<file path="src/rtl/posit_lut_loader.sv">
// Runtime-loadable posit function table: streams 2**WIDTH words in over a
// valid/ready load port, then serves registered lookups with NaR pass-through.
module posit_lut_loader #(
    parameter int WIDTH = 8
) (
    input  logic             clock,
    input  logic             reset,
    input  logic             load_start,
    input  logic [WIDTH-1:0] load_data,
    input  logic             load_valid,
    output logic             load_ready,
    output logic             load_busy,
    output logic             load_done,
    output logic [15:0]      load_sum,
    output logic             table_valid,
    input  logic [WIDTH-1:0] in_posit,
    input  logic             in_valid,
    output logic             in_ready,
    output logic [WIDTH-1:0] out_posit,
    output logic             out_valid,
    input  logic             out_ready
);

    localparam int DEPTH = 2 ** WIDTH;
    localparam logic [WIDTH-1:0] NAR = {1'b1, {(WIDTH-1){1'b0}}};

    typedef enum logic [1:0] {
        EMPTY,
        LOAD,
        VALID
    } state_t;

    state_t           state_q, state_d;
    logic [WIDTH-1:0] addr_q, addr_d;
    logic [15:0]      sum_q, sum_d;
    logic             done_q, done_d;
    logic [WIDTH-1:0] out_posit_q, out_posit_d;
    logic             out_valid_q, out_valid_d;
    logic [WIDTH-1:0] mem_q [DEPTH];
    logic             wr_en;
    logic             rd_en;

    // NOTE: every signal written here gets a default first, so no path
    // through the block can leave one unassigned and infer a latch.
    always_comb begin
        state_d     = state_q;
        addr_d      = addr_q;
        sum_d       = sum_q;
        done_d      = 1'b0;
        out_posit_d = out_posit_q;
        out_valid_d = out_valid_q;

        load_busy   = (state_q == LOAD);
        table_valid = (state_q == VALID);
        load_ready  = (state_q == LOAD) && !load_start;
        in_ready    = table_valid && (!out_valid_q || out_ready);
        wr_en       = load_valid && load_ready;
        rd_en       = in_valid && in_ready;

        // A start pulse wins over any word presented in the same cycle.
        if (load_start) begin
            state_d = LOAD;
            addr_d  = '0;
            sum_d   = '0;
        end else if (wr_en) begin
            addr_d = addr_q + 1'b1;
            sum_d  = sum_q + 16'(load_data);
            if (addr_q == {WIDTH{1'b1}}) begin
                state_d = VALID;
                done_d  = 1'b1;
            end
        end

        if (rd_en) begin
            out_valid_d = 1'b1;
            out_posit_d = (in_posit == NAR) ? NAR : mem_q[in_posit];
        end else if (out_ready) begin
            out_valid_d = 1'b0;
        end
    end

    // NOTE: sequential state uses non-blocking assignments so every flop
    // samples the pre-edge values regardless of statement order.
    always_ff @(posedge clock) begin
        if (reset) begin
            state_q     <= EMPTY;
            addr_q      <= '0;
            sum_q       <= '0;
            done_q      <= 1'b0;
            out_posit_q <= '0;
            out_valid_q <= 1'b0;
        end else begin
            state_q     <= state_d;
            addr_q      <= addr_d;
            sum_q       <= sum_d;
            done_q      <= done_d;
            out_posit_q <= out_posit_d;
            out_valid_q <= out_valid_d;
        end
    end

    // NOTE: the table array has no reset; table_valid gates every read, and
    // leaving it out keeps the array mappable onto plain RAM.
    always_ff @(posedge clock) begin
        if (wr_en && !reset) begin
            mem_q[addr_q] <= load_data;
        end
    end

    assign load_done = done_q;
    assign load_sum  = sum_q;
    assign out_posit = out_posit_q;
    assign out_valid = out_valid_q;

endmodule

</file>
<file path="config.mk">
export PLATFORM = sky130hd
export DESIGN_NAME = posit_lut_loader
export DESIGN_NICKNAME = d
export VERILOG_FILES = /design/src/rtl/posit_lut_loader.sv
export SDC_FILE = /design/constraint.sdc
export NUM_CORES = 2
export LEC_CHECK = 0
export ABC_AREA = 1
export BUFFER_PORTS_ARGS = -buffer_cell sky130_fd_sc_hd__buf_2
export CORE_MARGIN = 3
export CORE_UTILIZATION = 35
export CTS_CLUSTER_SIZE = 40
export DETAILED_ROUTE_END_ITERATION = 10
export PLACE_DENSITY = 0.53
export SETUP_SLACK_MARGIN = 0.05
export SYNTH_ARGS = -nofsm -noshare
export SYNTH_HDL_FRONTEND = slang
export SYNTH_SLANG_ARGS = --single-unit
export TNS_END_PERCENT = 1
</file>
<file path="constraint.sdc">
create_clock -name clock -period 2.4 [get_ports clock]
set_input_delay 0.48 -clock clock [delete_from_list [all_inputs] [get_ports clock]]
set_output_delay 0.48 -clock clock [all_outputs]
set_load 0.01 [all_outputs]
</file>
Word-level counts from Yosys, hierarchy flattened
Memories as Yosys holds them, arrays and structs flattened.
Index checks and enable logic that the tools add are counted.
{ "totals": {"word_cells": 40, "ramBits": 2048, "input_bits": 22, "register_bits": 36, "n_memories": 1} }
{ "mem_list": {"columns": ["name", "words", "width", "read_ports", "rd_ports_with_merged_regs", "wr", "line", "source"], "rows": [
  ["mem_q", 256, 8, 1, 0, 1, "39", "logic [WIDTH-1:0] mem_q [DEPTH];"]
]} }
{ "op_classes": {"eq_ne": 4, "bitwise": 1, "n_mux": 9, "n_addsub": 2, "n_reduce_logical": 16} }
{ "op_table": {"columns": ["cell", "n"], "rows": [
  ["$add A16 B8 Y16", 1],
  ["$eq A8 B8 Y1 const B", 2],
  ["$add A8 B1 Y8 const B", 1],
  ["$mux W1", 8],
  ["$mux W8", 1],
  ["$reduce_bool A2 Y1", 3],
  ["$logic_and A1 B1 Y1", 5],
  ["$reduce_and A2 Y1", 2],
  ["$logic_not A1 Y1", 3],
  ["$reduce_or A3 Y1", 1],
  ["$eq A2 B1 Y1 const B", 1],
  ["$eq A2 B2 Y1 const B", 1],
  ["$reduce_or A2 Y1", 1],
  ["$logic_or A1 B1 Y1", 1],
  ["$not A1 Y1", 1]
]} }

Depth between registers and ports, before layout
{ "logic_depth": {"word_depth": 6, "mapped_depth": 24} }

Least setup slack after synthesis
Ideal clock, no wire load.
{ "synth_path": {"kind": "input-to-reg", "startpoint": "input load_start", "endpoint": "memory mem_q[238][0], enable pin", "cell_stages": 7, "arrival_ps": 2142, "path_slack_ps": -112, "setup_time_ps": 370, "path_cell_list": "nor3_1 > nand2_1 > inv_2 > buf_1 > nand2_1 > clkbuf_1 > nor2_1"} }
{ "synth_via": {"elab_chain_len": 6} }
{ "synth_lines": {"columns": ["element", "line", "source"], "rows": [
  ["start, declared", "8", "input logic load_start,"],
  ["$logic_not A1 Y1", "55", "load_ready = (state_q == LOAD) && !load_start;"],
  ["$logic_and A1 B1 Y1", "55", null],
  ["$logic_and A1 B1 Y1", "57", "wr_en = load_valid && load_ready;"],
  ["$logic_and A1 B1 Y1", "105", "if (wr_en && !reset) begin"],
  ["$mux W1", "105", null],
  ["$mux W1 (not written as such)", "106", "mem_q[addr_q] <= load_data;"],
  ["end, declared", "39", null]
]} }
No other way between the ends.

Final worst setup path
{ "layout_path": {"startpoint": "register addr_q[4]", "endpoint": "memory mem_q[195][3], enable pin"} }
{ "layout_rtl": {"columns": ["element", "line", "source"], "rows": [
  ["start, declared", "34", "logic [WIDTH-1:0] addr_q, addr_d;"],
  ["start signal, assigned", "94", "addr_q <= addr_d;"]
]} }
No word-level cell before the write port.

==> summary.txt <==
Detailed routing
  • Wire length per cell: 22.8 um
  • Vias: 59,900
  • TritonRoute pass-1 iters: 5
  • Initial DRC count: 6,339
  • Final WL: 271 mm
  • DRC viols: 0
  • Vias/cell: 5.04
  • Final ANT Viol Nets: 0

Finish
  • Nets@finish: 8,435
  • Area delta synth->final: 19.7%
  • Final Cell Area: 104,000 um2
  • Share of cells above drive strength 1: 13.6%
  • Final core occ: 42.1%

Setup path
  • Crit-path max FO: 13
  • Critical path class: flip-flop to flip-flop
  • Critical Path AT: 2.86 ns
  • Setup slack, reg-to-reg: 0.07 ns
  • Worst Setup End Kind: flip-flop
  • RR Endpoint: mem_q[195][3]
  • Worst EP required: 2.93 ns
  • Reg2reg path depth: 7
  • Setup crit end: mem_q[195][3]
  • Crit path launch: addr_q[4]
  • Worst r2r src: addr_q[4]
  • CP Launch Type: flip-flop

Logic synthesis
  • Post-synth cell types: 39
  • Asr flop ratio synth: 0%
  • Mean Syn Cell Area: 11.1 um2
  • Synth top area share: 71.0%
  • Yosys top cell by area: edfxtp_1
  • Post-Syn Nets: 7,840
  • Most instantiated cells after synthesis: edfxtp_1 (2,048), nand2_1 (1,646), nor2_1 (1,558)
  • Top cells by area, synth: edfxtp_1 (71%), nand2_1 (7.1%), nor2_1 (6.7%)
  • Yosys warns: 0
  • Synth Flop Type: edfxtp_1
  • Sequential area share after synthesis: 71.8%
  • Number of synthesized flops with an enable pin: 2,048
  • Flops & latches, synth: 2,084
  • Most frequent cell after synthesis: edfxtp_1
  • Synthesized netlist cell count: 7,805
  • Synth Cell Area: 86,700 um2

GRT
  • Vias in the first global route: 59,000
  • Congestion Overflow GR: 0
  • Antenna violations before repair: 11
  • Largest net degree at the start of global routing: 124
  • Overall Global Routing Usage: 21.1%
  • First-pass GRT wire length: 397 mm

Clocking
  • CTS tree: built
  • Clk buf depth: 3
  • Root buf cell: clkbuf_16
  • H-tree depth: 4
  • Clk sink count: 2,084
  • Reg clk slew, reported paths: 0.06 ns
  • CTS Buf Count: 215
  • Clock Latency Late Sink: 0.87 ns

Timing
  • Max Clk Rate: 430 MHz
  • Number of setup violations in the final report: 0
  • Final Critical Period: 2.33 ns
  • Max-slew violation count: 0
  • Period utilisation layout: 97.0%
  • Slew @ Worst Pin: 0.838 ns
  • Fin. Hold Viols: 0
  • Slew HR: 44.1%
  • RSZ-0062 raised after global routing: no
  • Final Skew: 0.0518 ns

Floorplan
  • Initial Util: 35.2%
  • CORE AREA: 246,000 um2
  • Rows: 182
  • Die Wd: 504 um
  • DIE HEIGHT: 504 um
  • Die footprint: 254,000 um2
  • I/O pin cnt: 52

Pwr
  • Peak VDD IR: 0.000622 V
  • Pwr Density: 748 nW/um2
  • Lkg Pwr: 0.0384 uW

Placed design
  • Detailed Place HPWL: 173 mm
  • Port bufs: 51
  • Post-DP Area: 96,900 um2
  • GP Congestion: 0.900

Job
  • Max Cap Viol: 0

Run status
  • Status: completed

Worst hold path
  • HP Class: input pin to flip-flop
[layer usage]
layer  GRT usage, %  vias up  routed length [um]
li1               -    27800                   -
met2           34.6     2049              128000
met3           2.88      416               17400
met4           7.64        2                9890
met1           28.8    29600              116000
met5              0        -                  13
[cells by family (layout without fill, tap and decap cells)]
| family | Yosys count | in the layout | share of synthesized area (%) |
|---|---|---|---|
| xor gates and xnor gates | 7 | 7 | 0.0708 |
| DFF | 2084 | 2084 | 71.8 |
| other | 0 | 3 | 0 |
| adders and majority gates | 13 | 13 | 0.196 |
| buffers and inverters | 943 | 1707 | 4.57 |
| AOI/OAI and AO/OA | 1012 | 1012 | 6.33 |
| and+or+nand+nor | 3746 | 3746 | 17.0 |
[stage by stage]
stage | setup TNS (ns) | worst slack [ns] | hold WS [ns] | total power [uW] | cells
after floorplan | 0 | 0.0248 | 0.479 | 43100 | 7805
after global placement | -7.95 | -0.793 | 0.452 | 46000 | 11500
after detailed placement | -7.26 | -0.754 | 0.463 | 46000 | 11500
after CTS | 0 | 0.0651 | 0.00622 | 78200 | 11900
after global routing | 0 | 0.0650 | 0.0825 | 80000 | 11900
final | 0 | 0.0719 | 0.0688 | 77600 | 11900
[registers in the layout (all words and copies together) (netlist names)]
name / flops
mem_q: 2048
load_sum: 16
addr_q: 8
out_posit: 8
state_q: 2
load_done: 1
out_valid: 1
[worst min path at each step]
stage	start	endpoint	slack, ns	cells after the start
after floorplan	load_sum[12]	load_sum[12]	0.48	2
after global placement	load_sum[12]	load_sum[12]	0.45	2
after detailed placement	load_sum[12]	load_sum[12]	0.46	2
after CTS	load_data[0]	load_sum[0]	0.006	4
after global routing	load_data[0]	load_sum[0]	0.08	4
final	load_data[0]	load_sum[0]	0.07	4
[worst max-delay path, stage by stage (launching register included)]
cell	delay, ns
dfxtp_1	0.34
nor2_1	0.18
inv_1	0.14
nor2_1	0.57
nand2_1	0.22
buf_12	0.20
nor2_1	0.12
buf_4	0.20
[what timing repair did]
item                                    in CTS  in global routing
gates resized for setup                      1                  8
endpoints found under the setup margin       2                 44
hold endpoints to repair                    10                  0
setup buffers                                0                  0
hold buffers                                 5                  0
[cell usage in the layout, fill, tap and decap left out, types with 3 or more instances in the layout]
cell type,n
buf_4,622
or2_2,6
clkbuf_1,44
bufinv_16,15
o2bb2ai_1,3
edfxtp_1,2048
xor2_1,5
inv_16,5
buf_12,157
nor2_1,1539
o221ai_1,4
diode_2,3
o21ai_1,20
o22ai_1,26
clkinv_16,5
dlygate4sd3_1,5
dfxtp_1,36
nor2_4,5
o211ai_1,117
clkbuf_16,215
ha_1,12
a21oi_1,124
buf_8,10
nand3_1,528
clkinv_2,42
nor2_2,15
inv_1,474
buf_2,39
clkinv_1,49
clkinvlp_4,7
inv_6,4
buf_6,4
nand2_1,1644
inv_2,6
o21ai_0,693
a22oi_1,18
[cell type report]
class                           count  area (um2)
Clock buffer                      259        5550
Inverter                          484        1840
Multi-Input combinational cell   4778       20600
Timing Repair Buffer              837        8250
Fill cell                       23300      142000
Tap cell                         3312        4140
Sequential cell                  2084       62200
Clock inverter                    127        1190
Antenna cell                        3        7.51
[power breakdown]
| part | leakage, uW | switching [uW] | internal, uW |
|---|---|---|---|
| clock | 0.00328 | 14300 | 18100 |
| combinational | 0.0164 | 3660 | 1650 |
| sequential | 0.0187 | 5.61 | 39900 |
No activity file was read; power rests on OpenSTA's default activity.
